$ cat src/rtl/cnt_bcd_modn_pkg.sv
// cnt_bcd_modn_pkg
// Shared definitions for the BCD modulo counter family. This package holds the
// BCD digit width and digit limit, and the standard digital-clock range presets
// (seconds/minutes, 24-hour, 12-hour). It also provides the operation encoding
// used by the counter's priority decode, and helpers that split a decimal value
// into its tens and ones BCD digits.
package cnt_bcd_modn_pkg;

    localparam int DIGIT_W = 4;

    typedef logic [DIGIT_W-1:0] bcd_t;

    localparam bcd_t DIGIT_MAX = 4'd9;

    // Range presets for the usual clock stages.
    localparam int SEC_MIN_MAX_MIN = 0;
    localparam int SEC_MIN_MAX_MAX = 59;
    localparam int HOUR24_MIN      = 0;
    localparam int HOUR24_MAX      = 23;
    localparam int HOUR12_MIN      = 1;
    localparam int HOUR12_MAX      = 12;

    // What the counter does on the coming edge, after priority resolution.
    typedef enum logic [2:0] {
        OP_HOLD   = 3'd0,
        OP_LOAD   = 3'd1,
        OP_SET_UP = 3'd2,
        OP_SET_DN = 3'd3,
        OP_COUNT  = 3'd4
    } op_e;

    function automatic bcd_t tens_of(input int value);
        return bcd_t'((value / 10) % 10);
    endfunction

    function automatic bcd_t ones_of(input int value);
        return bcd_t'(value % 10);
    endfunction

endpackage

$ cat src/rtl/cnt_bcd_modn_bcd_digit_updown.sv
// bcd_digit_updown
// This block steps a single BCD digit up or down. The upward step wraps from the
// programmable limit to 0, and the downward step wraps from 0 to the limit.
// wrap_o flags that the step wrapped, and acts as the carry or borrow into the
// next digit. The block is purely combinational; the owner keeps the register.
//
// Ports
//   digit_i  in  4  current digit value
//   lim_i    in  4  highest digit value before wrap (normally 9)
//   up_i     in  1  request an upward step
//   dn_i     in  1  request a downward step (ignored when up_i is set)
//   digit_o  out 4  stepped digit value (digit_i when no step requested)
//   wrap_o   out 1  step wrapped: carry when stepping up, borrow when down
module bcd_digit_updown
    import cnt_bcd_modn_pkg::*;
(
    input  logic [DIGIT_W-1:0] digit_i,
    input  logic [DIGIT_W-1:0] lim_i,
    input  logic               up_i,
    input  logic               dn_i,
    output logic [DIGIT_W-1:0] digit_o,
    output logic               wrap_o
);

    always_comb begin
        digit_o = digit_i;
        wrap_o  = 1'b0;
        if (up_i) begin
            // >= rather than == so an out-of-range digit still recovers to 0.
            if (digit_i >= lim_i) begin
                digit_o = '0;
                wrap_o  = 1'b1;
            end else begin
                digit_o = digit_i + 4'd1;
            end
        end else if (dn_i) begin
            if (digit_i == '0) begin
                digit_o = lim_i;
                wrap_o  = 1'b1;
            end else begin
                digit_o = digit_i - 4'd1;
            end
        end
    end

endmodule

$ cat src/rtl/cnt_bcd_modn.sv
// cnt_bcd_modn
// This is a two-digit BCD modulo counter for the digital-clock datapath. Its
// count range is MIN_VAL..MAX_VAL. The counter advances on a one-cycle enable
// from the previous stage, and it emits a one-cycle carry when it wraps. In
// setting mode, inc and dec pulses adjust the value and carry is suppressed.
// A parallel load is accepted only when both digits and the value are valid.
//
// Ports
//   clk        in  1  system clock
//   CLR_n      in  1  synchronous reset, active HIGH despite the name
//   ce         in  1  count enable / carry-in from the lower stage
//   isSetting  in  1  setting mode level
//   inc, dec   in  1  setting adjust pulses
//   load       in  1  parallel-load strobe
//   load_tens  in  4  BCD tens digit to load
//   load_ones  in  4  BCD ones digit to load
//   tens, ones out 4  registered BCD value
//   carry      out 1  registered wrap pulse to the next stage
//   at_max     out 1  value equals MAX_VAL
//   load_err   out 1  registered pulse: last load was rejected
module cnt_bcd_modn
    import cnt_bcd_modn_pkg::*;
#(
    parameter int MIN_VAL = 0,
    parameter int MAX_VAL = 59
) (
    input  logic               clk,
    input  logic               CLR_n,
    input  logic               ce,
    input  logic               isSetting,
    input  logic               inc,
    input  logic               dec,
    input  logic               load,
    input  logic [DIGIT_W-1:0] load_tens,
    input  logic [DIGIT_W-1:0] load_ones,
    output logic [DIGIT_W-1:0] tens,
    output logic [DIGIT_W-1:0] ones,
    output logic               carry,
    output logic               at_max,
    output logic               load_err
);

    if (MIN_VAL < 0 || MIN_VAL >= MAX_VAL || MAX_VAL > 99) begin : g_bad_range
        $error("cnt_bcd_modn: need 0 <= MIN_VAL < MAX_VAL <= 99");
    end

    localparam bcd_t MIN_TENS = tens_of(MIN_VAL);
    localparam bcd_t MIN_ONES = ones_of(MIN_VAL);
    localparam bcd_t MAX_TENS = tens_of(MAX_VAL);
    localparam bcd_t MAX_ONES = ones_of(MAX_VAL);
    localparam logic [8:0] MIN_V9 = 9'(MIN_VAL);
    localparam logic [8:0] MAX_V9 = 9'(MAX_VAL);

    bcd_t tens_q, tens_d;
    bcd_t ones_q, ones_d;
    logic carry_q, carry_d;
    logic load_err_q, load_err_d;

    op_e  op;
    logic step_up, step_dn;
    logic at_max_w, at_min_w;
    bcd_t ones_step, tens_step;
    logic ones_wrap, tens_wrap;
    logic [8:0] load_val;
    logic load_ok;

    // Priority: load > setting > count. Reset is applied in the register.
    always_comb begin
        op = OP_HOLD;
        if (load) begin
            op = OP_LOAD;
        end else if (isSetting) begin
            // ce is deliberately not looked at while setting.
            if (inc && !dec) begin
                op = OP_SET_UP;
            end else if (dec && !inc) begin
                op = OP_SET_DN;
            end
        end else if (ce) begin
            op = OP_COUNT;
        end
    end

    assign step_up = (op == OP_SET_UP) || (op == OP_COUNT);
    assign step_dn = (op == OP_SET_DN);

    assign at_max_w = (tens_q == MAX_TENS) && (ones_q == MAX_ONES);
    assign at_min_w = (tens_q == MIN_TENS) && (ones_q == MIN_ONES);

    bcd_digit_updown u_ones (
        .digit_i (ones_q),
        .lim_i   (DIGIT_MAX),
        .up_i    (step_up),
        .dn_i    (step_dn),
        .digit_o (ones_step),
        .wrap_o  (ones_wrap)
    );

    // Tens only moves when the ones digit wrapped in the same direction.
    bcd_digit_updown u_tens (
        .digit_i (tens_q),
        .lim_i   (DIGIT_MAX),
        .up_i    (step_up && ones_wrap),
        .dn_i    (step_dn && ones_wrap),
        .digit_o (tens_step),
        .wrap_o  (tens_wrap)
    );

    // Widened to 9 bits: the worst case with invalid digits is 15*10+15.
    assign load_val = (9'(load_tens) * 9'd10) + 9'(load_ones);

    // The lower bound is written as v+1 > MIN so it stays meaningful when MIN_VAL is 0.
    assign load_ok = (load_tens <= DIGIT_MAX) && (load_ones <= DIGIT_MAX)
                  && ((load_val + 9'd1) > MIN_V9) && (load_val <= MAX_V9);

    always_comb begin
        tens_d     = tens_q;
        ones_d     = ones_q;
        carry_d    = 1'b0;
        load_err_d = 1'b0;
        case (op)
            OP_LOAD: begin
                if (load_ok) begin
                    tens_d = load_tens;
                    ones_d = load_ones;
                end else begin
                    load_err_d = 1'b1;
                end
            end
            OP_SET_UP, OP_COUNT: begin
                // tens_wrap covers a value past 99, which the range check
                // forbids; it only lets a corrupted value recover.
                if (at_max_w || tens_wrap) begin
                    tens_d  = MIN_TENS;
                    ones_d  = MIN_ONES;
                    carry_d = (op == OP_COUNT);
                end else begin
                    tens_d = tens_step;
                    ones_d = ones_step;
                end
            end
            OP_SET_DN: begin
                if (at_min_w || tens_wrap) begin
                    tens_d = MAX_TENS;
                    ones_d = MAX_ONES;
                end else begin
                    tens_d = tens_step;
                    ones_d = ones_step;
                end
            end
            default: begin
            end
        endcase
    end

    always_ff @(posedge clk) begin
        if (CLR_n) begin
            tens_q     <= MIN_TENS;
            ones_q     <= MIN_ONES;
            carry_q    <= 1'b0;
            load_err_q <= 1'b0;
        end else begin
            tens_q     <= tens_d;
            ones_q     <= ones_d;
            carry_q    <= carry_d;
            load_err_q <= load_err_d;
        end
    end

    assign tens     = tens_q;
    assign ones     = ones_q;
    assign carry    = carry_q;
    assign at_max   = at_max_w;
    assign load_err = load_err_q;

endmodule

$ cat config.mk
export PLATFORM = sky130hd
export DESIGN_NAME = cnt_bcd_modn
export DESIGN_NICKNAME = d
export VERILOG_FILES = /design/src/rtl/cnt_bcd_modn_pkg.sv /design/src/rtl/cnt_bcd_modn_bcd_digit_updown.sv /design/src/rtl/cnt_bcd_modn.sv
export SDC_FILE = /design/constraint.sdc
export NUM_CORES = 1
export LEC_CHECK = 0
export CORE_MARGIN = 10
export CORE_UTILIZATION = 46
export DETAILED_ROUTE_END_ITERATION = 8
export PLACE_DENSITY = 0.71
export SKIP_CTS_REPAIR_TIMING = 1
export SYNTH_ARGS = -nofsm -noshare
export SYNTH_HDL_FRONTEND = slang
export SYNTH_SLANG_ARGS = --single-unit
$ cat constraint.sdc
create_clock -name clk -period 4.82 [get_ports clk]
set_input_delay 0.482 -clock clk [delete_from_list [all_inputs] [get_ports clk]]
set_output_delay 0.482 -clock clk [all_outputs]
set_load 0.1 [all_outputs]
==> out/results.ini <==
[logic_synthesis]
ys_types = 61
yosysWarningCount = 0
synth_edf_count = 0
synth-seq-cells = 10
async_flop_share_pct = 0
syn_avg_cell_area_um2 = 8.71
syn_area_mm2 = 0.00155
ys.flop_type = dfxtp_1
ys_seq_area_share_pct = 12.9
synth_cells = 178
syn-num-nets = 210

[timing]
slew_headroom_pct = 34.3
hold_viol = 0
final-setup-viol-count = 0
rsz0062_at_grt = false
finClkSkew_ns = 0.00534
fin_crit_sh_pct = 70.7
max_slew.worst_pin.slew_ns = 0.983
layout_setup_ws_ns = 1.41
timing.hold.ws_ns = 0.753
finalSetupTns_ns = 0
fin_crit_ns = 3.41
drv_slew = 0
fmaxAchievable_mhz = 293

[power]
power_leakage_nw = 0.648
p_total_mw = 0.458
power_switching_mw = 0.229
powerDensity_mw_per_mm2 = 260
switching_share_pct = 50.0
ir_drop_mv = 0.115
clkPwrFrac_pct = 18.0
sequentialPowerShare_pct = 24.8
pwr-share-comb_pct = 57.2
intPower_mw = 0.229

[hold_path]
min_from = ones[1]
hold_path_class = reg -> reg
hold_path_end = ones[1]
holdPathStages = 2

[detailed_routing]
firstDrtPassIters = 4
viasPerCell = 6.36
drc = 0
drt-total-wl_um = 4200
route.vias.total = 1533
wl_per_cell_um = 17.4
first_iter_violations = 130
antenna_left = 0

[flow_run]
max-cap-violations = 0

[cells_and_area]
mostFrequentLayoutCells = clkdlybuf4s50_1 (25), a211oi_1 (16), ha_1 (15), nand2_1 (12), dfxtp_1 (10)
drive_above_1_share_pct = 14.4
final_common_cell = clkdlybuf4s50_1
layout.cells.non_filler = 241
finalNetCount = 228
num_antenna_cells = 0
fin_area_mm2 = 0.00176
syn2layout_area_growth_pct = 13.5
postLayoutCoreUtil_pct = 53.6

[clock_tree]
clk_pin_slew_ns = 0.08
cts_buffers = 3
insertion_delay_ns = 0.28
h-tree-depth = 1
cts_buffer_depth = 2
clock-sinks = 10
cts_root_buf = clkbuf_4
cts_tree = done

[floorplanning]
core_mm2 = 0.00328
fp.dieW_um = 78.1
num_rows = 21
die-area_mm2 = 0.00609
die_h_um = 78.1
ioPinCount = 26
start_util_pct = 47.2

[critical_path]
worstSetupStartpointType = input port
critPathMaxFanout = 7
arrival_ns = 3.54
crit_type = in -> reg
end_kind = flop
rrSetupSlack_ns = 2.22
r2r_start = ones[1]
rr_endpoint = ones[0]
reg2reg_depth = 8
crit_required_ns = 4.95

[placement]
placed_area_mm2 = 0.00172
port_buffers = 25
pre_cts_ws_ns = 1.11
hpwl_um = 3340
gp_congestion = 0.883
post-place-cells = 237

[grt]
track_usage_pct = 13.8
grt_max_degree = 14
grt_pass1_vias = 1489
grt_pass1_wl_um = 7200
grt_antenna_before_repair = 0
grt-ovfl-total = 0

[outcome]
status = finished, final reports clean

worst max-delay path, stage by stage:
cell	delay, ns
clkdlybuf4s50_1	0.60
ha_1	0.28
ha_1	0.23
fa_1	0.38
xnor2_1	0.20
and2_1	0.15
o21ai_0	0.11
a221o_2	0.42
o21ai_1	0.49
a311oi_2	0.19
kinds of logic (layout without fill, tap and decap cells):
| group | after synthesis | in the layout | share of synthesized area [%] |
|---|---|---|---|
| AOI/OAI and AO/OA | 77 | 77 | 39.4 |
| and+or+nand+nor | 50 | 50 | 20.3 |
| buffers and inverters | 21 | 38 | 10.9 |
| adders and majority gates | 17 | 17 | 14.7 |
| DFF | 10 | 10 | 12.9 |
| xor gates and xnor gates | 2 | 2 | 1.13 |
| muxes | 1 | 1 | 0.646 |
final cells by class:
class / instances / area [µm²]
Sequential cell: 10 / 200
Inverter: 9 / 33.8
Tap cell: 46 / 57.6
Multi-Input combinational cell: 147 / 1180
Fill cell: 319 / 1530
Clock buffer: 4 / 36.3
Timing Repair Buffer: 25 / 250
worst max path at each step:
stage                             from  endpoint  depth (start not counted)
after floorplan           load_tens[1]   tens[0]                          9
after global placement    load_tens[1]   tens[0]                         10
after detailed placement  load_tens[1]   tens[0]                         10
after CTS                 load_tens[1]   tens[0]                         10
after global routing      load_tens[1]   tens[0]                         10
final                     load_tens[1]   tens[0]                         10
layer usage:
layer,up-vias,global-route usage (%),wire length (µm)
met1,723,17.0,1820
met2,56,22.8,2020
met3,14,2.39,230
met5,-,0,0
li1,740,-,-
met4,0,6.27,125
state kept, by name (all words and copies together) (netlist names):
register and cells:
carry 1, load_err 1, ones 4, tens 4
Yosys cell counts (all sizes together), types with 3 or more instances:
library cell  count  share of area (%)
a311oi            4                2.7
nor2              5                1.2
a31oi             4                1.6
a211oi           17                8.6
inv               9                2.2
a21oi            10                3.5
o211ai            3                2.1
dfxtp            10                 13
nand2b            3                1.2
nor3              3               0.97
a221oi            5                4.8
buf               9                6.1
nand3             5                1.6
clkbuf            3                2.7
nand2            13                3.3
or3b              3                2.0
ha               15                 12
nor3b             4                2.3
a22oi             3                1.5
o21ai            14                5.0
power groups by stage:
| stage | Clock (mW) | Sequential [mW] | Combinational (mW) |
|---|---|---|---|
| CTS | 0.0802 | 0.113 | 0.261 |
| global placement | 0 | 0.114 | 0.254 |
| floorplan | 0 | 0.166 | 0.154 |
| finish | 0.0824 | 0.113 | 0.262 |
| detailed placement | 0 | 0.115 | 0.260 |
| global route | 0.0877 | 0.116 | 0.283 |
No activity file was read; power rests on OpenSTA's default activity.
